<file path="config.mk">
export PLATFORM = sky130hd
export DESIGN_NAME = bus_arbiter
export DESIGN_NICKNAME = d
export VERILOG_FILES = /design/src/rtl/bus_arbiter_pkg.sv /design/src/rtl/bus_arb_rr_pick.sv /design/src/rtl/bus_arbiter.sv
export SDC_FILE = /design/constraint.sdc
export NUM_CORES = 1
export LEC_CHECK = 0
export ABC_AREA = 0
export ABC_CLOCK_PERIOD_IN_PS = 2000
export BUFFER_PORTS_ARGS = -buffer_cell sky130_fd_sc_hd__buf_2
export CAP_MARGIN = 40
export CORE_AREA = 5 5 42 44
export DETAILED_ROUTE_END_ITERATION = 7
export DIE_AREA = 0 0 47 49
export PLACE_DENSITY = 0.74
export RECOVER_POWER = 100
export SYNTH_ARGS = -nofsm -noshare
export SYNTH_HDL_FRONTEND = slang
export SYNTH_SLANG_ARGS = --single-unit
</file>
<file path="constraint.sdc">
create_clock -name clk -period 2 [get_ports clk]
set_input_delay 0.4 -clock clk [delete_from_list [all_inputs] [get_ports clk]]
set_output_delay 0.4 -clock clk [all_outputs]
set_load 0.02 [all_outputs]
</file>
<file path="src/rtl/bus_arbiter_pkg.sv">
// Shared definitions for the four-master round-robin bus arbiter.
package bus_arbiter_pkg;

    localparam int unsigned BUS_MASTER_NUM = 4;
    localparam int unsigned BUS_OWNER_W    = 2;

    // Owner index, the [1:0] owner bus.
    typedef logic [BUS_OWNER_W-1:0]    bus_owner_t;
    // One bit per master, bit n belongs to master n.
    typedef logic [BUS_MASTER_NUM-1:0] bus_vec_t;

    localparam bus_owner_t BUS_OWNER_MASTER_0 = 2'd0;
    localparam bus_owner_t BUS_OWNER_MASTER_1 = 2'd1;
    localparam bus_owner_t BUS_OWNER_MASTER_2 = 2'd2;
    localparam bus_owner_t BUS_OWNER_MASTER_3 = 2'd3;

    // Active-low strobe levels shared by requests and grants.
    localparam logic ENABLE_  = 1'b0;
    localparam logic DISABLE_ = 1'b1;

    // Active-low grant vector that enables only the indexed master.
    function automatic bus_vec_t grant_decode(input bus_owner_t idx);
        bus_vec_t g;
        g = {BUS_MASTER_NUM{DISABLE_}};
        g[idx] = ENABLE_;
        return g;
    endfunction

endpackage

</file>
<file path="src/rtl/bus_arb_rr_pick.sv">
// Round-robin next-owner search: first requester after the owner, wrapping.
module bus_arb_rr_pick
    import bus_arbiter_pkg::*;
(
    input  bus_owner_t owner,
    input  bus_vec_t   req,
    output bus_owner_t next,
    output logic       contention
);

    bus_owner_t cand;

    // Walk the search order from farthest to nearest so the nearest requester wins.
    always_comb begin
        cand       = owner;
        next       = owner + BUS_OWNER_W'(1);
        contention = 1'b0;
        for (int k = BUS_MASTER_NUM - 1; k >= 1; k--) begin
            cand = owner + BUS_OWNER_W'(k);
            if (req[cand]) begin
                next       = cand;
                contention = 1'b1;
            end
        end
    end

endmodule

</file>
<file path="src/rtl/bus_arbiter.sv">
// Four-master bus arbiter with round-robin handoff and hold-time preemption.
module bus_arbiter
    import bus_arbiter_pkg::*;
#(
    parameter int unsigned HOLD_MAX = 16
) (
    input  logic       clk,
    input  logic       reset,
    input  logic       m0Req_,
    input  logic       m1Req_,
    input  logic       m2Req_,
    input  logic       m3Req_,
    output logic       m0Grnt_,
    output logic       m1Grnt_,
    output logic       m2Grnt_,
    output logic       m3Grnt_,
    output bus_owner_t owner,
    output logic       preempt
);

    // Counter only needs to reach HOLD_MAX-1; keep at least one bit.
    localparam int unsigned       CNT_W      = (HOLD_MAX > 1) ? $clog2(HOLD_MAX) : 1;
    localparam logic [CNT_W-1:0]  HOLD_LAST  = (HOLD_MAX > 0) ? CNT_W'(HOLD_MAX - 1) : '0;
    localparam logic [CNT_W-1:0]  CNT_SAT    = '1;
    localparam logic              PREEMPT_EN = (HOLD_MAX != 0);

    bus_vec_t          req;
    bus_vec_t          grnt_c;
    bus_owner_t        next_owner;
    logic              contention;
    logic              owner_req;
    logic              rel_c;
    logic              timeout_c;

    logic [CNT_W-1:0]  hold_cnt;
    logic [CNT_W-1:0]  hold_cnt_nxt;
    bus_owner_t        owner_nxt;
    logic              preempt_nxt;

    // Internal request vector is active-high.
    assign req = ~{m3Req_, m2Req_, m1Req_, m0Req_};

    bus_arb_rr_pick u_pick (
        .owner      (owner),
        .req        (req),
        .next       (next_owner),
        .contention (contention)
    );

    assign owner_req = req[owner];
    assign rel_c     = ~owner_req;
    assign timeout_c = PREEMPT_EN && (hold_cnt == HOLD_LAST) && owner_req && contention;

    // Next owner, hold count and preempt flag; release takes priority over timeout.
    always_comb begin
        owner_nxt    = owner;
        hold_cnt_nxt = hold_cnt;
        preempt_nxt  = 1'b0;
        if ((rel_c || timeout_c) && contention) begin
            owner_nxt    = next_owner;
            hold_cnt_nxt = '0;
            preempt_nxt  = ~rel_c;
        end else if (rel_c) begin
            hold_cnt_nxt = '0;
        end else if (contention) begin
            // Saturate so the count never wraps when preemption is disabled.
            if (hold_cnt != CNT_SAT) begin
                hold_cnt_nxt = hold_cnt + CNT_W'(1);
            end
        end else begin
            hold_cnt_nxt = '0;
        end
    end

    // Arbiter state registers with asynchronous reset to master 0.
    always_ff @(posedge clk or posedge reset) begin
        if (reset) begin
            owner    <= BUS_OWNER_MASTER_0;
            hold_cnt <= '0;
            preempt  <= 1'b0;
        end else begin
            owner    <= owner_nxt;
            hold_cnt <= hold_cnt_nxt;
            preempt  <= preempt_nxt;
        end
    end

    // Grants are a pure decode of the owner register, so exactly one is enabled.
    assign grnt_c  = grant_decode(owner);
    assign m0Grnt_ = grnt_c[0];
    assign m1Grnt_ = grnt_c[1];
    assign m2Grnt_ = grnt_c[2];
    assign m3Grnt_ = grnt_c[3];

endmodule
</file>
# After elaboration in Yosys (flattened, before gate mapping)
# Cells that the tools add are included.
# word_totals
input_bits,6
ff_bits,7
out_inout_bits,7
wordCells,44
# classes
n_eq_ne,3
magnitude_cmp,5
bitwise_logic,3
addsub,4
n_reduce_logical,5
mux,21
# op_table
op,n
4-bit 2-to-1 mux,4
2-bit by 3-bit less-than comparator with 1-bit output (second input constant),4
1-bit 2-to-1 mux,9
1-bit binary-select mux with 2-bit select,4
4-bit inverter,2
2-bit 2-to-1 mux,3
2-bit adder (second input constant),2
4-bit by 1-bit adder with 4-bit output (second input constant),1
4-bit equality test (second input constant),1
1-bit logical AND,4
4-bit by 2-bit != test with 1-bit output (second input constant),1
4-bit != test (second input constant),1
2-bit by 1-bit adder with 2-bit output (second input constant),1
1-bit demux with 2-bit select,1
2-bit by 1-bit greater-or-equal comparator with 1-bit output (second input constant),1
1-bit logical OR,1
1-bit inverter,1

# Logic depth before layout (Yosys ltp)
# Gate-level depths: netlist of the first run.
# logic_depth
ltp_word,10
depth_mapped,7

# Hierarchy
# From an unflattened synthesis of the first run, not the netlist that was laid out.
# unflattened
cells_unflattened,61
hier_area_um2,543.0
# by_module_without_submodules
mod,instances,seq_area_each_um2,cells_per_inst,area_each_um2
bus_arbiter,1,175.2,39,389.1
bus_arb_rr_pick,1,0.0,22,153.9

# Worst setup path after synthesis of the first run
# No wires, ideal clock.
# synth_timing
path_kind,reg-to-reg
start,reg owner[0]
end,reg owner[0]
arrival_ns,1.680
path_slack_ns,0.197
synth_period_minus_slack_ns,1.803
path_stages_with_launch,7
path_buffers,1
path_cell_list,dfrtp_1 > buf_6 > mux2_4 > and2_4 > a311oi_4 > and3_1 > a21oi_2
# synth_between
elab_chain_len,9
# synth_lines
element,line,text
"start, declared",bus_arbiter.sv:17,"output bus_owner_t owner,"
"start signal, assigned",bus_arbiter.sv:82,owner <= owner_nxt;
2-bit adder,bus_arb_rr_pick.sv:19,cand = owner + BUS_OWNER_W'(k);
1-bit binary-select mux with 2-bit select,bus_arb_rr_pick.sv:20,if (req[cand]) begin
1-bit 2-to-1 mux (not written as such),bus_arb_rr_pick.sv:20,
1-bit 2-to-1 mux (3 in series),bus_arb_rr_pick.sv:20,
1-bit logical AND,bus_arbiter.sv:52,assign timeout_c = PREEMPT_EN && (hold_cnt == HOLD_LAST) && owner_req && contention;
1-bit logical OR,bus_arbiter.sv:59,if ((rel_c || timeout_c) && contention) begin
1-bit logical AND,bus_arbiter.sv:59,
# Parallel ways exist; a longest one is shown, timed or not. The select of a mux whose other input is x is not followed.
# A chain may end at the register's enable or synchronous reset.

# Final worst setup path of the first run
# layout_timing
start,reg owner[0]
end,out m2Grnt_
# layout_between
elab_chain_len,5
# layout_lines
element,line,text
2-bit by 3-bit less-than comparator with 1-bit output (not written as such) / 2-bit by 1-bit greater-or-equal comparator with 1-bit output (equally long branches),bus_arbiter_pkg.sv:25,g[idx] = ENABLE_;
1-bit logical AND (not written as such),bus_arbiter_pkg.sv:25,
1-bit 2-to-1 mux (not written as such),bus_arbiter_pkg.sv:25,
1-bit demux with 2-bit select (*),bus_arbiter_pkg.sv:25,
4-bit inverter (no line) (*),--,
"end, declared",bus_arbiter.sv:15,"output logic m2Grnt_,"
# Mark *: on every way between the ends. The rest lies on a longest branch, timed or not.

==> metrics.md, run 1 <==
| Metric | Value |
|---|---|
| Type of the worst min-delay path | `input pin to async pin` |
| Vias | `490` |
| Final net count | `93` |
| Vias per cell | `5.05` |
| CTS root buf | `clkbuf_4` |
| Die height | `49 um` |
| RSZ-0062 raised after global routing | `no` |
| Setup crit end kind | `output port` |
| Cells along the critical path | `inv_1 > buf_4 > ha_1 > inv_1 > clkbuf_1` |
| Largest stage delay on the critical path | `470 ps` |
| Worst path most repeated cell | `inv_1` |
| FP Rows | `14` |
| Share of cells above drive strength 1 | `0.235` |
| Critical path origin | `owner[0]` |
| CTS tree | `yes` |
| Synth top area cells | `dfrtp_1 (29%), ha_1 (10%), inv_1 (5.6%)` |
| Final wirelength | `1080 um` |
| Die width | `47 um` |
| Initial core utilization | `0.431` |
| CTS buffer count | `3` |
| CP Class | `register to output port` |
| Status | `finished clean` |
| Synthesis-stage register bit count | `7` |
| Min Tclk post-route | `1810 ps` |
| Ys flop type | `dfrtp_1` |
| Top sig layer | `met4` |
| ANT cells | `0` |
| CP top delay family | `buffers and inverters` |
| Mapped cell area | `604 um^2` |
| Ys Warns | `0` |
| EDFF count, synth | `0` |
| WL met2 | `525 um` |
| Worst Path Buf+Inv | `4` |
| Max FO, Critical Path | `5` |
| Filler cell count | `144` |
| Detail Placement HPWL | `900 um` |
| Hold-fix buffers, CTS | `0` |
| Max-slew headroom at the worst pin | `0.805` |
| Pre-CTS WS | `277 ps` |
| Top Ports | `13` |
| Placed Area | `676 um^2` |
| Worst-Margin Slew | `292 ps` |
| Most frequent cells after synthesis | `inv_1 (9), dfrtp_1 (7), nor2_1 (7), ha_1 (5), nand2_1 (5)` |
| Post-layout util | `0.493` |
| CTS sink cnt | `7` |
| Fraction of registers with async set/reset | `1.00` |
| Drt first pass iters | `3` |
| RD Place Congestion | `0.807` |
| Count leader, synth | `inv_1` |
| Area growth from synthesis to layout | `14.3%` |
| Slew Limit Fails | `0` |
| Pin count of the biggest net entering global routing | `10` |
| Placed Instances | `93` |
| Setup tns final | `0 ps` |
| Routed len/inst | `11.2 um` |
| Met3 routed WL | `40 um` |
| Final design area excluding fillers | `691 um^2` |
| Post-route insts no fill | `97` |
| Detail Route Antenna Nets | `0` |
| Final setup violation count | `0` |
| Total chip power | `0.992 mW` |
| Port Buf Inserts | `12` |
| Wl on met1 | `496 um` |
| Number of setup buffers added after CTS | `0` |
| CP required | `1600 ps` |
| Max Clk Rate | `552 MHz` |
| Final WS setup | `187 ps` |
| Clock H-tree levels | `1` |
| Hold Slack | `70.3 ps` |
| Pwr per Cell Area | `1440 mW/mm^2` |
| Worst clock skew | `2.04 ps` |
| Worst R2R Start | `owner[0]` |
| DIE AREA | `0.00230 mm^2` |
| First-pass GRT wire length | `1830 um` |
| Startpoint types | `register` |
| Sequential area share after synthesis | `0.290` |
| GR Util All Layers | `0.109` |
| Post-Synthesis Cells | `67` |
| GRT Residual Overflow | `0` |
| Final Cycle Share | `0.906` |
| Max-Cap Viols | `0` |
| Fin. Hold Viols | `0` |
| Worst Path Arrival | `1410 ps` |
| 1st-iter DRT viols | `3` |
| Clk_lat worst skew | `240 ps` |
| Mapped Nets | `78` |
| DRC viols | `0` |
| Slowest cell on the critical path | `dfrtp_1` |
| Cell taking the most area after synthesis | `dfrtp_1` |
| Area share of the largest cell type after synthesis | `0.290` |
| Initial antenna violation count | `0` |
| Leak Pwr | `0.335 nW` |
| Post-synthesis cell type count | `30` |
| VDD IR max | `791 uV` |
| # resized after CTS | `0` |
| Clock-pin slew of the registers on the worst-case setup and hold paths | `50 ps` |
| Avg Inst Size Synth | `9.02 um^2` |
| CTS Buffer Depth | `2` |
| Core area | `0.00140 mm^2` |
| Vias in the first global route | `449` |
==> cells by family (layout without fill, tap and decap cells) <==
| logic type | Yosys count | count (layout) | synth area share |
|---|---|---|---|
| compound gates | 13 | 13 | 0.182 |
| mux | 5 | 5 | 0.114 |
| buf+inv | 14 | 28 | 0.108 |
| fa+ha+maj | 6 | 6 | 0.120 |
| simple gates | 20 | 20 | 0.157 |
| xor+xnor | 2 | 2 | 0.0290 |
| flops | 7 | 7 | 0.290 |
==> state kept, by name, indices dropped and copies added (netlist names) <==
name and count:
preempt 1, owner 2, hold_cnt 4
==> placed cells by master (no fill, tap or decap), types with 2 or more instances in the layout <==
cell type,count
inv_1,9
clkbuf_1,8
nor2_1,7
dfrtp_1,7
buf_2,6
nand2_1,5
ha_1,5
nand3_1,4
a21oi_1,3
clkbuf_4,3
a31oi_1,2
mux2i_1,2
buf_4,2
==> per-layer routing <==
metal,vias up,track usage
met2,8,0.145
met3,2,0.0111
met5,-,0
met4,0,0.0922
li1,252,-
met1,228,0.151
==> worst register-to-register path, cell delays in order, from the launching register on <==
cell and delay (ps):
dfrtp_1 470, inv_1 100, ha_1 360, o21ai_0 110, o2bb2ai_1 130, a211o_1 300, a31oi_1 160
==> where the power goes <==
part           leakage [nW]  internal (mW)  switching [mW]  total (mW)
combinational         0.229          0.272           0.379       0.651
clock                0.0150         0.0756          0.0441       0.120
sequential           0.0905          0.182          0.0387       0.221
total                 0.335          0.530           0.462       0.992
==> path summary, 6_finish.rpt <==
kind	endpoint	slack [ps]	depth (start not counted)
hold reg to reg	hold_cnt[0]	460	1
hold / removal	owner[1]	70	2
setup / recovery	m2Grnt_	190	5
max in group asynchronous	hold_cnt[0]	1730	2
setup reg to reg	owner[1]	290	6
min in group clk	hold_cnt[0]	460	1
==> final cells by class <==
type / count / area (um^2) / share of cell area
Sequential cell: 7 / 175 / 0.254
Timing Repair Buffer: 15 / 71.3 / 0.103
Inverter: 9 / 33.8 / 0.0489
Multi-Input combinational cell: 46 / 364 / 0.527
Clock buffer: 4 / 26.3 / 0.0380
Tap cell: 16 / 20.0 / 0.0290
No activity file was read; power rests on OpenSTA's default activity.
==> run 2: changes to the inputs <==
--- a/config.mk
+++ b/config.mk
@@ -10,10 +10,12 @@
 export BUFFER_PORTS_ARGS = -buffer_cell sky130_fd_sc_hd__buf_2
 export CAP_MARGIN = 40
 export CORE_AREA = 5 5 42 44
+export CTS_BUF_LIST = sky130_fd_sc_hd__clkbuf_8
 export DETAILED_ROUTE_END_ITERATION = 7
 export DIE_AREA = 0 0 47 49
 export PLACE_DENSITY = 0.74
 export RECOVER_POWER = 100
+export SLEW_MARGIN = 20
 export SYNTH_ARGS = -nofsm -noshare
 export SYNTH_HDL_FRONTEND = slang
 export SYNTH_SLANG_ARGS = --single-unit
==> run 2 against run 1 <==
- sequential power about the same
- sequential cell count unchanged
- via count unchanged
- clock power increased by 54%
- critical endpoint unchanged
==> metrics.md, run 2 (synthesized netlist as in run 1, its figures left out) <==
| Metric | Value |
|---|---|
| Port Buf Inserts | `12 (unchanged)` |
| Setup crit end kind | `output port (unchanged)` |
| Vias per cell | `5.05 (unchanged)` |
| Routed len/inst | `11.4 um (was 11.2 um)` |
| CP Class | `register to output port (unchanged)` |
| Max-Cap Viols | `0 (unchanged)` |
| Critical path origin | `owner[0] (unchanged)` |
| CTS buffer count | `3 (unchanged)` |
| Most common cell after layout, fill and taps aside | `inv_1 (unchanged)` |
| Pin count of the biggest net entering global routing | `10 (unchanged)` |
| Status | `finished clean (unchanged)` |
| CP required | `1600 ps (about the same)` |
| Setup tns final | `0 ps (unchanged)` |
| 1st-iter DRT viols | `3 (unchanged)` |
| DRC viols | `0 (unchanged)` |
| Worst-Margin Slew | `297 ps (was 292 ps)` |
| Share of cells above drive strength 1 | `0.235 (unchanged)` |
| Worst Path Buf+Inv | `4 (unchanged)` |
| Area growth from synthesis to layout | `17.4% (was 14.3%)` |
| Worst R2R Start | `owner[0] (unchanged)` |
| Final wirelength | `1100 um (was 1080 um)` |
| Area of the multi-input gates | `364 um^2 (unchanged)` |
| VDD IR max | `814 uV (was 791 uV)` |
| GR Util All Layers | `0.111 (was 0.109)` |
| Number of setup buffers added after CTS | `0 (unchanged)` |
| Final net count | `93 (unchanged)` |
| Post-route insts no fill | `97 (unchanged)` |
| Final Cycle Share | `0.894 (was 0.906)` |
| CTS root buf | `clkbuf_8 (was clkbuf_4)` |
| Filler cell count | `141 (was 144)` |
| Slew Limit Fails | `0 (unchanged)` |
| CP top delay family | `buffers and inverters (unchanged)` |
| Detail Placement HPWL | `900 um (unchanged)` |
| Worst clock skew | `0.492 ps (was 2.04 ps)` |
| Vias | `490 (unchanged)` |
| FP Rows | `14 (unchanged)` |
| Slowest cell on the critical path | `dfrtp_1 (unchanged)` |
| CTS tree | `yes (unchanged)` |
| Final setup violation count | `0 (unchanged)` |
| Max-slew headroom at the worst pin | `0.802 (was 0.805)` |
| Core area | `0.00140 mm^2 (unchanged)` |
| First-pass GRT wire length | `1860 um (was 1830 um)` |
| Stages on worst setup path | `5 (unchanged)` |
| Reg2Reg Depth | `6 (unchanged)` |
| Clock H-tree levels | `1 (unchanged)` |
| Critical Path Sink | `m2Grnt_ (unchanged)` |
| Leak Pwr | `0.347 nW (was 0.335 nW)` |
| RSZ-0062 raised after global routing | `no (unchanged)` |
| Die height | `49 um (unchanged)` |
| Vias in the first global route | `456 (was 449)` |
| GRT Residual Overflow | `0 (unchanged)` |
| ANT cells | `0 (unchanged)` |
| Largest stage delay on the critical path | `470 ps (about the same)` |
| Clk_lat worst skew | `220 ps (was 240 ps)` |
| RD Place Congestion | `0.807 (unchanged)` |
| Worst Path Arrival | `1390 ps (was 1410 ps)` |
| Worst path most repeated cell | `inv_1 (unchanged)` |
| Max reg flops | `4 (unchanged)` |
| Detail Route Antenna Nets | `0 (unchanged)` |
| Cells along the critical path | `inv_1 > buf_4 > ha_1 > inv_1 > clkbuf_1 (unchanged)` |
| Drt first pass iters | `4 (was 3)` |
| DIE AREA | `0.00230 mm^2 (unchanged)` |
| Reg area | `175 um^2 (unchanged)` |
| # resized after CTS | `0 (unchanged)` |
| Startpoint types | `register (unchanged)` |
| Initial antenna violation count | `0 (unchanged)` |
| Max Clk Rate | `559 MHz (was 552 MHz)` |
| Max FO, Critical Path | `5 (unchanged)` |
| Initial core utilization | `0.431 (unchanged)` |
| Placed Instances | `93 (unchanged)` |
| Type of the worst min-delay path | `input pin to async pin (unchanged)` |
| CTS Buffer Depth | `2 (unchanged)` |
| Top Ports | `13 (unchanged)` |
| Hold-fix buffers, CTS | `0 (unchanged)` |
| Pwr per Cell Area | `1490 mW/mm^2 (was 1440 mW/mm^2)` |
| Min Tclk post-route | `1790 ps (was 1810 ps)` |
| Top flop regs | `hold_cnt (4), owner (2), preempt (1) (unchanged)` |
| Die width | `47 um (unchanged)` |
| Largest Register | `hold_cnt (unchanged)` |
| Commonest cells after routing, fill and taps aside | `inv_1 (10), nor2_1 (7), dfrtp_1 (7), clkbuf_1 (7), buf_2 (6) (was inv_1 (9), clkbuf_1 (8), nor2_1 (7), dfrtp_1 (7), buf_2 (6))` |
| FF-to-FF setup slack | `290 ps (about the same)` |
| CTS sink cnt | `7 (unchanged)` |
| FF-to-FF End | `owner[1] (unchanged)` |
| Fin. Hold Viols | `0 (unchanged)` |
| Clock-pin slew of the registers on the worst-case setup and hold paths | `40 ps (was 50 ps)` |
run 2: cell types whose count changed in the layout (fill, tap and decap cells not counted):
cell / before / now
clkbuf_1: 8 / 7
clkbuf_4: 3 / 0
inv_1: 9 / 10
clkbuf_8: 0 / 3
run 2: layout make-up:
| class | count | share of cell area |
|---|---|---|
| clock inverter | 1 | 0.00529 |
| multi-input combinational | 46 | 0.513 |
| sequential | 7 | 0.247 |
| timing repair buffer | 15 | 0.101 |
| inverter | 9 | 0.0476 |
| clock buffer | 3 | 0.0582 |
| tap | 16 | 0.0282 |
run 2: worst min-delay path by stage:
| stage | to |
|---|---|
| 6_report | owner[0] |
| 5_1_grt | owner[0] |
| 4_1_cts | owner[0] |
| 3_5_place_dp | owner[0] |
| 3_3_place_gp | owner[1] |
| 2_1_floorplan | hold_cnt[0] |
run 2: layer usage:
metal / up-vias / global-route usage / part of all wire
met3: 2 / 0.0111 / 0.046
met2: 10 / 0.147 / 0.48
met1: 226 / 0.153 / 0.45
li1: 252 / - / -
met5: - / 0 / 0
met4: 0 / 0.0922 / 0.025
run 2: per-stage QoR:
stage / hold WS, ps / power, mW / setup WS, ps / utilization / instance area, um^2
floorplan: 203 / 0.744 / 197 / - / 604
global placement: 329 / 0.887 / 307 / 0.482 / 676
detailed placement: 333 / 0.901 / 277 / 0.482 / 676
CTS: 101 / 1.09 / 255 / 0.514 / 721
global route: 129 / 1.16 / 121 / 0.506 / 709
finish: 93.5 / 1.06 / 211 / 0.506 / 709
run 2: worst reg2reg max path, stage by stage, from the launching register on:
cell and delay [ps]:
dfrtp_1 470, inv_1 100, ha_1 360, o21ai_0 110, o2bb2ai_1 130, a211o_1 300, a31oi_1 160
run 2: power breakdown:
group	total [mW]	switching [mW]	leakage [nW]	internal (mW)
logic	0.652	0.380	0.229	0.272
clock network	0.185	0.0533	0.0269	0.132
registers	0.222	0.0388	0.0905	0.183
==> run 3: changes to the inputs <==
--- a/config.mk
+++ b/config.mk
@@ -15,6 +15,7 @@
 export DIE_AREA = 0 0 47 49
 export PLACE_DENSITY = 0.74
 export RECOVER_POWER = 100
+export REMOVE_ABC_BUFFERS = 1
 export SLEW_MARGIN = 20
 export SYNTH_ARGS = -nofsm -noshare
 export SYNTH_HDL_FRONTEND = slang
==> run 3 against run 2 <==
- design area increased by 0.18%
- clock skew increased by 5.2 ps
- die area unchanged
- critical endpoint is now m1Grnt_
- sequential cell count unchanged
- register-to-register slack improved by 30 ps
- global-route usage increased by 0.23 points
- utilization increased by 0.089 points
- critical path depth decreased by 1
- combinational power about the same
- hold slack got worse by 0.58 ps
- sequential share of layout area about the same
- first-iteration DRC count increased by 33%
- largest power group unchanged
==> metrics.md, run 3 (synthesized netlist as in run 1, its figures left out) <==
| Metric | Value |
|---|---|
| Die height | `49 um (unchanged)` |
| Slew Limit Fails | `0 (unchanged)` |
| Largest stage delay on the critical path | `440 ps (was 470 ps)` |
| Pin count of the biggest net entering global routing | `10 (unchanged)` |
| Final wirelength | `1160 um (was 1100 um)` |
| Initial core utilization | `0.431 (unchanged)` |
| Clk_lat worst skew | `230 ps (was 220 ps)` |
| Drt first pass iters | `4 (unchanged)` |
| DIE AREA | `0.00230 mm^2 (unchanged)` |
| CP top delay family | `buffers and inverters (unchanged)` |
| Leak Pwr | `0.349 nW (was 0.347 nW)` |
| Most common cell after layout, fill and taps aside | `inv_1 (unchanged)` |
| Detail Route Antenna Nets | `0 (unchanged)` |
| Max-Cap Viols | `0 (unchanged)` |
| Worst R2R Start | `owner[0] (unchanged)` |
| RD Place Congestion | `0.840 (was 0.807)` |
| Final design area excluding fillers | `711 um^2 (was 709 um^2)` |
| Largest Register | `hold_cnt (unchanged)` |
| Final WS setup | `226 ps (was 211 ps)` |
| Total chip power | `1.07 mW (was 1.06 mW)` |
| Vias in the first global route | `423 (was 456)` |
| Worst clock skew | `5.67 ps (was 0.492 ps)` |
| 1st-iter DRT viols | `4 (was 3)` |
| CTS sink cnt | `7 (unchanged)` |
| RSZ-0062 raised after global routing | `no (unchanged)` |
| Routed len/inst | `11.9 um (was 11.4 um)` |
| Slowest cell on the critical path | `dfrtp_1 (unchanged)` |
| Die width | `47 um (unchanged)` |
| Area growth from synthesis to layout | `17.6% (was 17.4%)` |
| # resized after CTS | `0 (unchanged)` |
| Final net count | `93 (unchanged)` |
| Detail Placement HPWL | `941 um (was 900 um)` |
| Final setup violation count | `0 (unchanged)` |
| Worst-Margin Slew | `304 ps (was 297 ps)` |
| First-pass GRT wire length | `1870 um (was 1860 um)` |
| GR Util All Layers | `0.113 (was 0.111)` |
| CTS tree | `yes (unchanged)` |
| CTS buffer count | `3 (unchanged)` |
| Vias | `499 (was 490)` |
| ANT cells | `0 (unchanged)` |
| Clock H-tree levels | `1 (unchanged)` |
| Status | `finished clean (unchanged)` |
| Max reg flops | `4 (unchanged)` |
| Final Cycle Share | `0.887 (was 0.894)` |
| Commonest cells after routing, fill and taps aside | `inv_1 (10), nor2_1 (7), dfrtp_1 (7), buf_2 (7), clkbuf_1 (6) (was inv_1 (10), nor2_1 (7), dfrtp_1 (7), clkbuf_1 (7), buf_2 (6))` |
| Post-route insts no fill | `97 (unchanged)` |
| Startpoint types | `register (unchanged)` |
| Placed Area | `676 um^2 (unchanged)` |
| Setup tns final | `0 ps (unchanged)` |
| CP required | `1600 ps (about the same)` |
| Max-slew headroom at the worst pin | `0.797 (was 0.802)` |
| Max Clk Rate | `564 MHz (was 559 MHz)` |
| Top flop regs | `hold_cnt (4), owner (2), preempt (1) (unchanged)` |
| Setup crit end kind | `output port (unchanged)` |
| Fin. Hold Viols | `0 (unchanged)` |
| Clock-pin slew of the registers on the worst-case setup and hold paths | `40 ps (about the same)` |
| Critical path origin | `owner[0] (unchanged)` |
| Max FO, Critical Path | `7 (was 5)` |
| Share of cells above drive strength 1 | `0.247 (was 0.235)` |
| Cells along the critical path | `clkbuf_1 > ha_1 > inv_1 > clkbuf_1 (was inv_1 > buf_4 > ha_1 > inv_1 > clkbuf_1)` |
| Top Ports | `13 (unchanged)` |
| CTS root buf | `clkbuf_8 (unchanged)` |
| Min Tclk post-route | `1770 ps (was 1790 ps)` |
| Number of setup buffers added after CTS | `0 (unchanged)` |
| Initial antenna violation count | `0 (unchanged)` |
| Port Buf Inserts | `12 (unchanged)` |
| Vias per cell | `5.14 (was 5.05)` |
| DRC viols | `0 (unchanged)` |
| Type of the worst min-delay path | `input pin to async pin (unchanged)` |
| Core area | `0.00140 mm^2 (unchanged)` |
| CP Class | `register to output port (unchanged)` |
| Worst path most repeated cell | `clkbuf_1 (was inv_1)` |
| FP Rows | `14 (unchanged)` |
| Hold-fix buffers, CTS | `0 (unchanged)` |
| VDD IR max | `589 uV (was 814 uV)` |
| GRT Residual Overflow | `0 (unchanged)` |
| Worst Path Buf+Inv | `3 (was 4)` |
| Filler cell count | `156 (was 141)` |
| CTS Buffer Depth | `2 (unchanged)` |
| Pwr per Cell Area | `1500 mW/mm^2 (was 1490 mW/mm^2)` |
| Pre-CTS WS | `282 ps (was 277 ps)` |
| Worst Path Arrival | `1370 ps (was 1390 ps)` |
| Placed Instances | `93 (unchanged)` |
## run 3: cell types whose count changed in the layout (fill, tap and decap cells not counted)
cell and change:
buf_2 +1, clkbuf_1 -1
## run 3: area by class of cell
cell class	instances	area (um^2)	share of cell area
Sequential cell	7	175	0.246
Clock inverter	1	3.75	0.00528
Multi-Input combinational cell	46	364	0.512
Clock buffer	3	41.3	0.0581
Timing Repair Buffer	15	72.6	0.102
Tap cell	16	20.0	0.0282
Inverter	9	33.8	0.0475
## run 3: worst paths after layout
check / to / slack (ps) / depth (start not counted)
setup / recovery: m1Grnt_ / 230 / 4
hold / removal: hold_cnt[0] / 90 / 2
setup reg to reg: owner[1] / 320 / 6
hold reg to reg: hold_cnt[0] / 470 / 1
max in group asynchronous: preempt / 1690 / 2
min in group clk: hold_cnt[0] / 470 / 1
## run 3: per-layer routing
metal	vias to the layer above	GRT usage	routed length, um
li1	255	-	-
met1	229	0.153	532
met2	12	0.156	539
met3	3	0.0258	60
met4	0	0.0691	27
met5	-	0	0
## run 3: through the flow
step	util	hold slack, ps
after floorplan	-	203
after global placement	0.482	341
after detailed placement	0.482	347
after CTS	0.514	101
after global routing	0.507	114
final	0.507	92.9
## run 3: where the power goes
part	internal, mW	total [mW]	switching (mW)	leakage [nW]
Sequential	0.183	0.220	0.0371	0.0905
Clock	0.133	0.194	0.0614	0.0269
Combinational	0.275	0.652	0.376	0.231
Total	0.591	1.07	0.475	0.349
